`config.mk`:
```
export PLATFORM = sky130hd
export DESIGN_NAME = raster_stamp_unpack
export DESIGN_NICKNAME = d
export VERILOG_FILES = /design/src/rtl/raster_stamp_unpack.sv
export SDC_FILE = /design/constraint.sdc
export NUM_CORES = 1
export LEC_CHECK = 0
export CELL_PAD_IN_SITES_DETAIL_PLACEMENT = 1
export CELL_PAD_IN_SITES_GLOBAL_PLACEMENT = 1
export CORE_ASPECT_RATIO = 0.9
export CORE_MARGIN = 4
export CORE_UTILIZATION = 25
export DETAILED_ROUTE_END_ITERATION = 10
export PLACE_DENSITY = 0.58
export SLEW_MARGIN = 20
export SYNTH_ARGS = -nofsm -noshare
export SYNTH_HDL_FRONTEND = slang
export SYNTH_SLANG_ARGS = --single-unit
```
`constraint.sdc`:
```
create_clock -name clk -period 6.1 [get_ports clk]
set_input_delay 1.22 -clock clk [delete_from_list [all_inputs] [get_ports clk]]
set_output_delay 1.22 -clock clk [all_outputs]
set_load 0.01 [all_outputs]
```
`src/rtl/raster_stamp_unpack.sv`:
```
// Serializes 4-lane rasterizer stamps into one fragment per covered lane.
// Empty stamps are accepted and dropped; a new stamp can load on the last fragment's cycle.
module raster_stamp_unpack #(
  parameter int POS_W  = 16,
  parameter int EDGE_W = 32,
  parameter int CNT_W  = 32
) (
  input  logic                clk,
  input  logic                reset_n,
  input  logic                stamp_valid,
  output logic                stamp_ready,
  input  logic [4*POS_W-1:0]  stamp_pos_x,
  input  logic [4*POS_W-1:0]  stamp_pos_y,
  input  logic [4*EDGE_W-1:0] stamp_edge_x,
  input  logic [4*EDGE_W-1:0] stamp_edge_y,
  input  logic [4*EDGE_W-1:0] stamp_edge_z,
  input  logic [3:0]          stamp_mask,
  output logic                frag_valid,
  input  logic                frag_ready,
  output logic [POS_W-1:0]    frag_pos_x,
  output logic [POS_W-1:0]    frag_pos_y,
  output logic [EDGE_W-1:0]   frag_edge_x,
  output logic [EDGE_W-1:0]   frag_edge_y,
  output logic [EDGE_W-1:0]   frag_edge_z,
  output logic [1:0]          frag_lane,
  output logic                frag_last,
  output logic                busy,
  output logic [CNT_W-1:0]    stamp_cnt,
  output logic [CNT_W-1:0]    frag_cnt
);

  // Handshake: a transfer happens on a rising clk edge where valid & ready are both high.
  // Producers keep valid and data stable until the transfer; ready never waits on valid.

  typedef enum logic {IDLE, EMIT} state_t;

  localparam logic [CNT_W-1:0] CNT_ONE = 1;

  state_t            state;
  logic [3:0]        rem_mask;
  logic [POS_W-1:0]  px_r [4];
  logic [POS_W-1:0]  py_r [4];
  logic [EDGE_W-1:0] ex_r [4];
  logic [EDGE_W-1:0] ey_r [4];
  logic [EDGE_W-1:0] ez_r [4];

  logic [1:0] sel;
  logic [3:0] sel_bit;
  logic       has_lane;
  logic       stamp_fire;
  logic       frag_fire;

  always_comb begin
    sel = 2'd0;
    if (rem_mask[0])      sel = 2'd0;
    else if (rem_mask[1]) sel = 2'd1;
    else if (rem_mask[2]) sel = 2'd2;
    else if (rem_mask[3]) sel = 2'd3;
  end

  assign sel_bit  = 4'b0001 << sel;
  assign has_lane = |rem_mask;

  // With rem_mask cleared the data mux collapses to zero, so IDLE outputs read 0.
  assign frag_pos_x  = has_lane ? px_r[sel] : '0;
  assign frag_pos_y  = has_lane ? py_r[sel] : '0;
  assign frag_edge_x = has_lane ? ex_r[sel] : '0;
  assign frag_edge_y = has_lane ? ey_r[sel] : '0;
  assign frag_edge_z = has_lane ? ez_r[sel] : '0;
  assign frag_lane   = sel;
  assign frag_last   = has_lane && ((rem_mask & (rem_mask - 4'd1)) == 4'd0);

  assign frag_valid  = (state == EMIT);
  assign busy        = (state == EMIT);
  assign frag_fire   = frag_valid & frag_ready;
  // Ready on the last fragment's fire lets the next stamp load without a bubble.
  assign stamp_ready = (state == IDLE) | (frag_fire & frag_last);
  assign stamp_fire  = stamp_valid & stamp_ready;

  always_ff @(posedge clk or negedge reset_n) begin
    if (!reset_n) begin
      state     <= IDLE;
      rem_mask  <= 4'd0;
      stamp_cnt <= '0;
      frag_cnt  <= '0;
      for (int i = 0; i < 4; i++) begin
        px_r[i] <= '0;
        py_r[i] <= '0;
        ex_r[i] <= '0;
        ey_r[i] <= '0;
        ez_r[i] <= '0;
      end
    end else begin
      if (frag_fire) begin
        rem_mask <= rem_mask & ~sel_bit;
        frag_cnt <= frag_cnt + CNT_ONE;
        if (frag_last) state <= IDLE;
      end
      // A stamp accept overrides the clear above; the old stamp is finished by then.
      if (stamp_fire) begin
        rem_mask  <= stamp_mask;
        stamp_cnt <= stamp_cnt + CNT_ONE;
        state     <= (stamp_mask != 4'd0) ? EMIT : IDLE;
        for (int i = 0; i < 4; i++) begin
          px_r[i] <= stamp_pos_x[i*POS_W +: POS_W];
          py_r[i] <= stamp_pos_y[i*POS_W +: POS_W];
          ex_r[i] <= stamp_edge_x[i*EDGE_W +: EDGE_W];
          ey_r[i] <= stamp_edge_y[i*EDGE_W +: EDGE_W];
          ez_r[i] <= stamp_edge_z[i*EDGE_W +: EDGE_W];
        end
      end
    end
  end

endmodule

```
==> impl_metrics.toml <==
[place]
routabilityCongestion = 0.792
hpwlAfterDp_um = 73200
place.port_buffers = 717

[logic_synthesis]
yosys.area.top_type = "dfrtp_1"
syn_area_per_cell_um2 = 8.85
ys_seq_area_share_pct = 56.1
synth_top_area_share_pct = 56.1
synth_cell_types = 42
ys_ff_latch = 581
synth_xor_area_share_pct = 2.13
synth_warnings = 0
synth-simple-area-share_pct = 27.1
synth_mux_area_share_pct = 5.60
synth_nets = 3450
yosys-top-cells-area = "dfrtp_1, nand2_1, mux2_2"
synthAdderAreaFrac_pct = 0.0965
synth_top_family_by_area = "simple AND/OR/NAND/NOR gates"
synth_cells = 2928
synth_area_mm2 = 0.0259
synth_compound_area_share_pct = 5.46

[floorplan]
chipHeight_um = 314
core_area_mm2 = 0.102
fp.dieW_um = 347
rows = 111
ios = 718
start_util_pct = 25.3
dieArea_mm2 = 0.109

[global_route]
grt.total_usage_pct = 19.0
grt_pass1_wl_um = 159000
antenna_found_initial = 55
gr-total-overflow = 0
first_global_vias = 24400
grt_max_degree = 185

[critical_path]
critPathRequiredTime_ns = 4.88
path_max_fanout = 84
worstSetupPathType = "reg2out"
start_kind = "register"
cp.arrival_ns = 4.01
cp-end-kind = "output port"

[sta]
fin_worst_skew_ns = 0.0306
setup_tns_ns = 0
fin_crit_ns = 5.23
period_share_pct = 85.7
slew_violations = 0
setup_violations = 0
max_slew.worst_pin.slew_ns = 1.02
hold_viol = 0
rsz0062_at_grt = "no"
slew_headroom_pct = 32.3
max_freq_ghz = 0.191

[outcome]
status = "complete, no violations"

[layout]
final_common_cell = "nand2_1"
final_util_pct = 36.0
layout_common_cells = "nand2_1, clkdlybuf4s50_1, dfrtp_1"
area_delta_synth_final_pct = 42.2
num-fill-cells = 11900
drive_above_1_share_pct = 8.08
nNetsFinal = 4087

[pwr]
pwr-share-comb_pct = 45.4
vdd_drop_max_uv = 416
internal_power_uw = 11900
p_leak_uw = 0.0174
seq_power_share_pct = 33.3
p_sw_share_pct = 39.7
p_clk_share_pct = 21.3
switching_power_uw = 7840
powerDensity_mw_per_mm2 = 536

[detailed_routing]
drt-pass1-iter-count = 7
vias_per_cell = 4.61
antenna_left = 0
wl_um = 107000
vias = 23000
post-route-drc-count = 0
drt-initial-drc-count = 1637
wire_per_inst_um = 21.3

[cts]
worst_skew_pair.late_latency_ns = 0.61
cts_sinks = 581
clk_pin_slew_ns = 0.06
cts_root_buf = "clkbuf_16"
cts_resized = 0
htree_levels = 3
cts_tree = "built"
hold_buffers = 0
cts_made_buffers = 71
cts_buffer_depth = 3
post-cts-setup-buffer-count = 0

[flow_run]
cap_violations = 0

[hold_path]
min_path_type = "reg2reg"
[per-stage QoR]
stage | total power, uW | hold WS (ns) | worst slack (ns) | instances | cell area (um2)
3_5_place_dp | 15800 | 0.457 | 1.63 | 4848 | 34500
4_1_cts | 20200 | 0.472 | 0.948 | 4970 | 36800
6_report | 19800 | 0.466 | 0.873 | 5003 | 36900
5_1_grt | 21300 | 0.491 | 0.769 | 4985 | 36800
2_1_floorplan | 11700 | 0.440 | 2.81 | 2928 | 25900
3_3_place_gp | 15700 | 0.452 | 1.62 | 4848 | 34500
[routing by layer]
layer | track usage, % | part of all wire, % | routed length (um) | vias to the layer above
met5 | 0 | 0.28 | 300 | -
met1 | 23.7 | 42 | 44300 | 11400
li1 | - | - | - | 10800
met4 | 6.24 | 2.7 | 2920 | 46
met2 | 30.8 | 47 | 50300 | 626
met3 | 6.65 | 8.3 | 8820 | 179
[cells in the mapped netlist]
cell       count
nand2b_1       1
buf_4         11
buf_1          7
a21boi_1       1
clkbuf_1      83
nand3_1       15
mux2_2       129
o21ai_0        4
nor3_1        10
and2_1         3
o21bai_1       1
buf_6          1
o21a_1         1
a222oi_1     128
o22ai_1        1
xnor2_1       35
or3_1          4
and3_1         5
or4b_1         1
o41ai_1        1
dfrtp_1      581
o21ai_2        1
a22o_1         1
inv_1          9
o21ai_1        1
or2_1          2
o32a_1         1
nand2_1     1577
o311ai_0       1
a21oi_1        1
o32ai_2        1
nor4_1         6
xor2_1        28
o2111ai_2      1
ha_1           2
nor2b_1        2
nor2_1       150
or3b_1         1
buf_2         90
nand4_1       16
and4_1         5
nor4_2         9
[layout make-up]
class / count / area, um2 / area share (%)
Sequential cell: 581 / 14500 / 39.4
Multi-Input combinational cell: 2146 / 10500 / 28.6
Timing Repair Buffer: 756 / 7710 / 20.9
Clock buffer: 106 / 2080 / 5.64
Tap cell: 1356 / 1700 / 4.60
Clock inverter: 16 / 190 / 0.516
Antenna cell: 33 / 82.6 / 0.224
Inverter: 9 / 33.8 / 0.0916
[flip-flops by register name, indices dropped and copies added (netlist names)]
name and cells:
stamp_cnt 32, frag_cnt 32, ex_r 128, py_r 64, rem_mask 4, ey_r 128, px_r 64, busy 1
ez_r 128
[power groups by stage]
stage | Clock (uW) | Sequential, uW | Combinational [uW]
3_5_place_dp | 0 | 6640 | 9190
3_3_place_gp | 0 | 6620 | 9070
6_report | 4210 | 6580 | 8980
5_1_grt | 4530 | 6780 | 10000
4_1_cts | 4370 | 6590 | 9250
2_1_floorplan | 0 | 6260 | 5420
[final timing paths]
| path | from | endpoint | slack, ns | depth (start not counted) |
|---|---|---|---|---|
| max | rem_mask[2]$_DFFE_PN0P_ | frag_edge_x[27] | 0.87 | 7 |
| max in group asynchronous | reset_n | ey_r[124]$_DFFE_PN0P_ | 4.09 | 2 |
| min in group asynchronous | reset_n | px_r[48]$_DFFE_PN0P_ | 0.65 | 1 |
| max reg2reg | rem_mask[0]$_DFFE_PN0P_ | py_r[17]$_DFFE_PN0P_ | 3.13 | 6 |
| min reg2reg | ey_r[67]$_DFFE_PN0P_ | ey_r[67]$_DFFE_PN0P_ | 0.47 | 2 |
| min | ey_r[67]$_DFFE_PN0P_ | ey_r[67]$_DFFE_PN0P_ | 0.47 | 2 |
[critical path, stage by stage, from the launching register on]
cell and delay, ns:
dfrtp_1 0.49, nand2b_1 0.28, a21oi_4 0.25, buf_12 0.35
mux2_2 0.51, a222oi_1 0.62, nor2_1 0.09, clkdlybuf4s50_1 0.51
[cell families after synthesis]
family                     count (synthesis)
and+or+nand+nor                         1807
DFF                                      581
buffers and inverters                    201
AOI/OAI and AO/OA                        145
muxes                                    129
xor gates and xnor gates                  63
adders and majority gates                  2
Note: power is estimated with default switching activity, not from simulation.
